File: src/rtl/fetch_sequencer_if.sv
// fetch_sequencer_if: fetch/issue bus between the sequencer, instruction cache, ALU flags and execute stage
interface fetch_sequencer_if;
  logic        run;
  logic [15:0] ir_in;
  logic        zf;
  logic        cf;
  logic        exec_done;
  logic [15:0] addr;
  logic        fetch_en;
  logic        issue_valid;
  logic [15:0] ir_out;
  logic        halted;
  logic [15:0] retired;
  modport master (
    input  run, ir_in, zf, cf, exec_done,
    output addr, fetch_en, issue_valid, ir_out, halted, retired
  );
  modport slave (
    output run, ir_in, zf, cf, exec_done,
    input  addr, fetch_en, issue_valid, ir_out, halted, retired
  );
endinterface

File: src/rtl/fetch_sequencer.sv
// fetch_sequencer: PC/fetch sequencer resolving conditional jumps and halt locally, issuing the rest to execute
module fetch_sequencer #(
  parameter logic [15:0] RESET_PC = 16'h0000,
  parameter logic [4:0]  HLT_OP   = 5'b11111
) (
  input logic               clk,
  input logic               rst_n,
  fetch_sequencer_if.master bus
);
  typedef enum logic [2:0] {IDLE, FETCH, DECODE, ISSUE, HALT} state_t;
  state_t      state_q, state_d;
  logic [15:0] pc_q, pc_d;
  logic [15:0] ir_q, ir_d;
  logic        valid_q, valid_d;
  logic        halted_q, halted_d;
  logic [15:0] retired_q, retired_d;
  logic [4:0]  op;
  logic [15:0] tgt;
  logic        is_jump;
  logic        taken;
  assign op      = bus.ir_in[15:11];
  assign tgt     = {8'h00, bus.ir_in[7:0]};
  assign is_jump = (op == 5'b01100) || (op == 5'b01111) || (op == 5'b10000);
  assign taken   = (op == 5'b01100) ? !bus.zf :
                   (op == 5'b01111) ? bus.cf : (bus.cf | bus.zf);
  // next-state and datapath updates, one instruction step per state
  always_comb begin
    state_d   = state_q;
    pc_d      = pc_q;
    ir_d      = ir_q;
    valid_d   = valid_q;
    halted_d  = halted_q;
    retired_d = retired_q;
    case (state_q)
      IDLE:    state_d = bus.run ? FETCH : IDLE;
      FETCH:   state_d = DECODE;
      DECODE: begin
        if (is_jump) begin
          pc_d      = taken ? tgt : pc_q + 16'd1;
          retired_d = retired_q + 16'd1;
          state_d   = FETCH;
        end else if (op == HLT_OP) begin
          halted_d  = 1'b1;
          retired_d = retired_q + 16'd1;
          state_d   = HALT;
        end else begin
          ir_d    = bus.ir_in;
          valid_d = 1'b1;
          state_d = ISSUE;
        end
      end
      ISSUE: begin
        if (bus.exec_done) begin
          valid_d   = 1'b0;
          pc_d      = pc_q + 16'd1;
          retired_d = retired_q + 16'd1;
          state_d   = FETCH;
        end
      end
      default: ;
    endcase
  end
  // state and datapath registers, reset overrides every state including HALT
  always_ff @(posedge clk) begin
    if (!rst_n) begin
      state_q   <= IDLE;
      pc_q      <= RESET_PC;
      ir_q      <= 16'h0000;
      valid_q   <= 1'b0;
      halted_q  <= 1'b0;
      retired_q <= 16'h0000;
    end else begin
      state_q   <= state_d;
      pc_q      <= pc_d;
      ir_q      <= ir_d;
      valid_q   <= valid_d;
      halted_q  <= halted_d;
      retired_q <= retired_d;
    end
  end
  assign bus.addr        = pc_q;
  assign bus.fetch_en    = (state_q == FETCH);
  assign bus.issue_valid = valid_q;
  assign bus.ir_out      = ir_q;
  assign bus.halted      = halted_q;
  assign bus.retired     = retired_q;
endmodule

File: src/flat_wrapper.sv
// flat-port wrapper written by rule: the top's interface ports become plain ports
module fetch_sequencer_flat 
#(
  parameter logic [15:0] RESET_PC = 16'h0000,
  parameter logic [4:0]  HLT_OP   = 5'b11111
)
  (clk, rst_n, bus_run, bus_ir_in, bus_zf, bus_cf, bus_exec_done, bus_addr, bus_fetch_en, bus_issue_valid, bus_ir_out, bus_halted, bus_retired);
  fetch_sequencer_if bus_i ();
  input logic clk;
  input logic rst_n;
  input wire logic [$bits(bus_i.run)-1:0] bus_run;
  input wire logic [$bits(bus_i.ir_in)-1:0] bus_ir_in;
  input wire logic [$bits(bus_i.zf)-1:0] bus_zf;
  input wire logic [$bits(bus_i.cf)-1:0] bus_cf;
  input wire logic [$bits(bus_i.exec_done)-1:0] bus_exec_done;
  output wire logic [$bits(bus_i.addr)-1:0] bus_addr;
  output wire logic [$bits(bus_i.fetch_en)-1:0] bus_fetch_en;
  output wire logic [$bits(bus_i.issue_valid)-1:0] bus_issue_valid;
  output wire logic [$bits(bus_i.ir_out)-1:0] bus_ir_out;
  output wire logic [$bits(bus_i.halted)-1:0] bus_halted;
  output wire logic [$bits(bus_i.retired)-1:0] bus_retired;
  assign bus_i.run = bus_run;
  assign bus_i.ir_in = bus_ir_in;
  assign bus_i.zf = bus_zf;
  assign bus_i.cf = bus_cf;
  assign bus_i.exec_done = bus_exec_done;
  assign bus_addr = bus_i.addr;
  assign bus_fetch_en = bus_i.fetch_en;
  assign bus_issue_valid = bus_i.issue_valid;
  assign bus_ir_out = bus_i.ir_out;
  assign bus_halted = bus_i.halted;
  assign bus_retired = bus_i.retired;
  fetch_sequencer #(.RESET_PC(RESET_PC), .HLT_OP(HLT_OP)) u_core (.clk(clk), .rst_n(rst_n), .bus(bus_i));
endmodule
File: config.mk
export PLATFORM = sky130hd
export DESIGN_NAME = fetch_sequencer_flat
export DESIGN_NICKNAME = d
export VERILOG_FILES = /design/src/rtl/fetch_sequencer_if.sv /design/src/rtl/fetch_sequencer.sv /design/src/flat_wrapper.sv
export SDC_FILE = /design/constraint.sdc
export NUM_CORES = 1
export LEC_CHECK = 0
export CAP_MARGIN = 20
export CORE_AREA = 2 2 82 84
export CTS_BUF_LIST = sky130_fd_sc_hd__clkbuf_8 sky130_fd_sc_hd__clkbuf_16
export DETAILED_ROUTE_END_ITERATION = 8
export DIE_AREA = 0 0 84 86
export PLACE_DENSITY = 0.76
export SYNTH_ARGS = -nofsm -noshare
export SYNTH_HDL_FRONTEND = slang
export SYNTH_SLANG_ARGS = --single-unit
File: constraint.sdc
create_clock -name clk -period 2.04 [get_ports clk]
set_clock_uncertainty 0.2 [all_clocks]
set_input_delay 0.204 -clock clk [delete_from_list [all_inputs] [get_ports clk]]
set_output_delay 0.204 -clock clk [all_outputs]
set_load 0.02 [all_outputs]
## After elaboration in Yosys (flattened, before gate mapping)

Cells that the tools add are included.

- $add $sub $neg: 2
- Multipliers: 0
- Divide/modulo/power cells: 0
- Magnitude comparators: 0
- Equality and inequality tests: 12
- Shift operators: 0
- Muxes and demuxes: 19
- Bitwise operators: 3
- Reductions and logical operators: 12

Operator list:

| cell | count |
|---|---|
| 16-bit two-way mux | 6 |
| 16-bit case mux with 2 select lines | 2 |
| 16-bit by 1-bit adder with 16-bit output, second input constant | 2 |
| 3-bit case mux with 4 select lines | 1 |
| 3-bit AND reduction | 4 |
| 5-bit by 4-bit == test with 1-bit output, second input constant | 2 |
| 5-bit == test, second input constant | 2 |
| 3-bit two-way mux | 3 |
| 3-bit by 2-bit == test with 1-bit output, second input constant | 2 |
| 1-bit two-way mux | 6 |
| 2-bit inequality test, second input constant | 3 |
| 4-bit AND reduction | 1 |
| 4-bit nonzero test | 1 |
| 3-bit by 1-bit == test with 1-bit output, second input constant | 1 |
| 3-bit logical NOT | 1 |
| 3-bit by 1-bit inequality test with 1-bit output, second input constant | 1 |
| 1-bit logical OR | 2 |
| 2-bit by 1-bit inequality test with 1-bit output, second input constant | 1 |
| 1-bit NOT | 2 |
| 1-bit case mux with 2 select lines | 1 |
| 2-bit AND reduction | 1 |
| 2-bit nonzero test | 1 |
| 1-bit logical NOT | 1 |
| 1-bit bitwise OR | 1 |

- Flip-flop bits (word level): 53
- Latch bits: 0
- RAM bits: 0
- Bits in read-only memories: 0
- Input bits: 22
- Output and inout bits: 51
- Logic and storage cells: 54
- Memories kept: 0

## Depth between registers and ports, before layout

- Depth after elaboration: 6
- Depth in mapped cells: 8
- Gate-level depth less buffers: 6

## Worst setup path before layout

No wires, ideal clock.

- Path type: register to register
- Start point: reg u_core.state_q[1]
- End point: reg u_core.retired_q[7], in the netlist u_core.bus.retired[7]
- Setup time: 0.115 ns
- Arrival time: 1.761 ns
- Data required time: 1.725 ns
- Path slack: -0.036 ns
- Cell stages (with the launch flop): 8
- Path buffers: 2
- Period minus slack after synthesis: 2.076 ns
- Cell sequence: dfxtp_1 -> buf_4 -> or3b_4 -> a221oi_4 -> buf_4 -> a211oi_1 -> xor2_1 -> and2_1

- Cells in the longest elaborated chain, start to end: 3
- Elaborated cells between the ends (all ways): 7
- Classes of those cells: eq/ne: 4; mux: 1; reduce/logical: 2

Ends and longest elaborated chain:

| what | line | text |
|---|---|---|
| from (decl) | fetch_sequencer.sv:11 | `state_t state_q, state_d;` |
| from (signal assigned) | fetch_sequencer.sv:73 | `state_q <= state_d;` |
| 3-bit by 2-bit == test with 1-bit output | fetch_sequencer.sv:34 | `case (state_q)` |
| 3-bit by 1-bit inequality test with 1-bit output (no line) (tied with other cells) | - |  |
| 3-bit AND reduction (no line) | - |  |
| to (signal assigned) | fetch_sequencer.sv:78 | `retired_q <= retired_d;` |
| to (decl) | fetch_sequencer.sv:16 | `logic [15:0] retired_q, retired_d;` |

Parallel ways exist; a longest one is shown, timed or not.
A chain may end at the register's enable or synchronous reset.

## Final worst setup path

- Start point: reg u_core.state_q[0]
- End point: reg u_core.retired_q[5], in the netlist u_core.bus.retired[5]

Same word-level chain as after synthesis.

==> metrics.yaml <==
power_mw: 2.073
period_share_pct: 97.63
cp-end-kind: "flip-flop"
post-dp-hpwl_microns: 5389
place_inst: 486
syn_inst: 315
ys_ff_latch: 53
required_ps: 2070
whs_path_depth: 3
drive_gt1_share_pct: 23.70
vias: 2677
wl_microns: 7314
cts.sinks: 53
gp_congestion: 0.8167
cap_violations: 0
globalRouteTotalUtil_pct: 20.17
relSlewSlack_pct: 70.35
fp.dieW_microns: 84
hp-class: "in2reg"
final_hold_viol_count: 0
grt_pass1_vias: 2584
post_drt_via_cell_ratio: 5.365
stdcell_count: 499
antenna_found_initial: 0
vdd_drop_max_v: 0.0003186
max_clock_freq_mhz: 502.1
p_leak_nw: 1.531
die_area_sq_mm: 0.007224
rsz0062_at_grt: "true"
diodes: 0
drt_first_pass_iters: 4
ys_warn_count: 0
min_period_ps: 1992
final_cell_area_sq_mm: 0.004039
min_to: "u_core.bus.addr[1]$_SDFFE_PN0P_"
hold_start: "rst_n"
multi_input_comb_area_sq_mm: 0.001662
nets: 445
seq_area_sq_mm: 0.001062
cts_max_path_buffers: 2
grt-ovfl-total: 0
grt_pass1_wl_microns: 11920
tightestPinTransition_ps: 444.7
dp_slack_ps: -448.9
pin_count: 73
area_growth_pct: 48.14
grt_max_degree: 31
clkLatencyLatePin_ps: 310
synth.distinct_cells: 47
start_kind: "flip-flop"
cts_tree: "yes"
initial_core_util_pct: 43.43
syn_nets: 339
fill_cells: 534
setup_viol: 0
utilization_pct: 64.34
setup_ws_ps: 48.37
ff2ff_setup_slack_ps: 50
seq_area_frac_synth_pct: 38.92
drt_iter0_drc: 105
outcome: "complete, no violations"
rr_worst_depth: 7
ctsHoldBuffers: 0
reg2reg_to: "u_core.bus.retired[5]$_SDFFE_PN0P_"
port_buffers: 72
drtAntennaViolNets: 0
synth_area_per_cell_sq_um: 8.655
arrival_ps: 2020
r2r-start: "u_core.state_q[0]$_SDFFE_PN0P_"
clkTransAtPathRegs_ps: 100
synth_area_sq_mm: 0.002726
cp_max_fo: 14
fp.dieH_microns: 86
p_per_area_mw_per_mm2: 513.2
cts_max_level: 2
design.core.area_sq_mm: 0.006277
root_buffer: "clkbuf_8"
drc_errors: 0
slew_viol_final: 0
placed_area_sq_mm: 0.003816
rows: 29
cts-buffers-inserted: 5
worstSetupPathType: "reg2reg"
route.detailed.wl_per_inst_microns: 14.66
cell usage in the layout (no fill, tap or decap), types with 7 or more instances in the layout:
cell and instances:
nor2_1 18, nand2_2 13, and3_1 7, inv_1 8, and2_1 8, nand2_1 36
nand3_1 24, xnor2_1 8, clkdlybuf4s50_1 65, mux2i_1 16, dfxtp_1 52, buf_4 41
nand4_1 15, nor4_1 7, a21boi_2 10, nand2b_1 9
stage by stage:
| stage | hold WS, ps | setup TNS (ps) |
|---|---|---|
| after floorplan | 140.1 | -69.11 |
| after global placement | 249.3 | -15640 |
| after detailed placement | 256.5 | -18280 |
| after CTS | 149.4 | 0 |
| after global routing | 191.3 | -241.9 |
| final | 159.3 | 0 |
cell families after synthesis:
kind of cell	Yosys count	synth area share, %
AND/OR/NAND/NOR	154	29.05
flip-flops	53	38.92
AO/OA/AOI/OAI	50	16.25
buffers and inverters	26	4.498
multiplexers	16	5.874
XOR/XNOR	14	4.498
adder cells (fa/ha/maj)	2	0.9177
power by group:
group          total, mW  internal [mW]  switching [mW]
registers           1.09           1.06          0.0231
logic              0.406          0.204           0.202
clock network      0.581          0.234           0.347
layout make-up:
cell class | count | share of cell area (%)
sequential | 53 | 26.30
timing repair buffer | 118 | 27.48
multi-input combinational | 236 | 41.14
inverter | 7 | 0.6506
clock buffer | 5 | 1.704
clock inverter | 3 | 0.3408
tap | 77 | 2.385
cell usage after synthesis (all sizes together):
library cell,instances,area (sq um)
dfxtp,53,1061
nand2,49,188.9
nand3,25,125.1
nor2,18,67.56
mux2i,16,160.2
nand4,15,93.84
a21boi,14,142.6
clkbuf,13,48.80
nor4,11,75.07
and2,10,62.56
nand2b,9,56.30
xnor2,8,70.07
and3,7,43.79
inv,7,26.28
o21ai,7,38.79
buf,6,47.54
o211ai,6,45.04
xor2,6,52.55
a21oi,5,25.02
a2111oi,4,50.05
o221a,4,45.04
a22oi,2,15.01
and4,2,17.52
ha,2,25.02
nor3b,2,15.01
o21a,2,15.01
a211oi,1,7.510
a221oi,1,26.28
a32oi,1,8.760
a41oi,1,8.760
and3b,1,8.760
nand4b,1,8.760
nor2b,1,6.260
nor3,1,5.000
o2111ai,1,8.760
o22ai,1,6.260
or2,1,6.260
or3b,1,11.26
state kept, by name, summed over array words and instances, names as in the netlist:
register and cells:
u_core.bus.retired 16, u_core.state_q 3, u_core.bus.issue_valid 1, u_core.bus.addr 16, u_core.bus.ir_out 16, u_core.bus.halted 1
routing by layer:
layer / up-vias / share of wire [%] / global-route usage, %
met5: - / 0 / 0
met4: 0 / 0.74 / 6.745
met3: 5 / 5.3 / 3.561
met2: 70 / 47 / 33.60
met1: 1260 / 47 / 26.56
li1: 1342 / - / -
how the worst max path moves through the flow:
stage | depth (start not counted) | start | slack, ps | to
2_1_floorplan | 8 | u_core.state_q[1]$_SDFFE_PN0P_ | -7 | u_core.bus.ir_out[3]$_SDFFE_PN0P_
3_3_place_gp | 8 | bus_ir_in[11] | -400 | u_core.bus.addr[15]$_SDFFE_PN0P_
3_5_place_dp | 8 | bus_ir_in[11] | -450 | u_core.bus.retired[13]$_SDFFE_PN0P_
4_1_cts | 7 | u_core.state_q[1]$_SDFFE_PN0P_ | 3 | u_core.bus.retired[5]$_SDFFE_PN0P_
5_1_grt | 8 | u_core.state_q[0]$_SDFFE_PN0P_ | -40 | u_core.bus.retired[1]$_SDFFE_PN0P_
6_report | 7 | u_core.state_q[0]$_SDFFE_PN0P_ | 50 | u_core.bus.retired[5]$_SDFFE_PN0P_
repair_timing:
action | 4_1_cts | 5_1_grt
setup endpoints to repair | 40 | 31
setup buffers | 0 | 5
pin swaps | 0 | 0
gates resized for setup | 16 | 15
worst max-delay path: stages, from the launching register on:
cell	delay [ps]
dfxtp_1	320
or3b_4	420
a221oi_4	250
buf_12	180
buf_4	110
a21oi_2	70
and3_1	200
mux2i_1	160
Power figures use the tool's default switching activity.
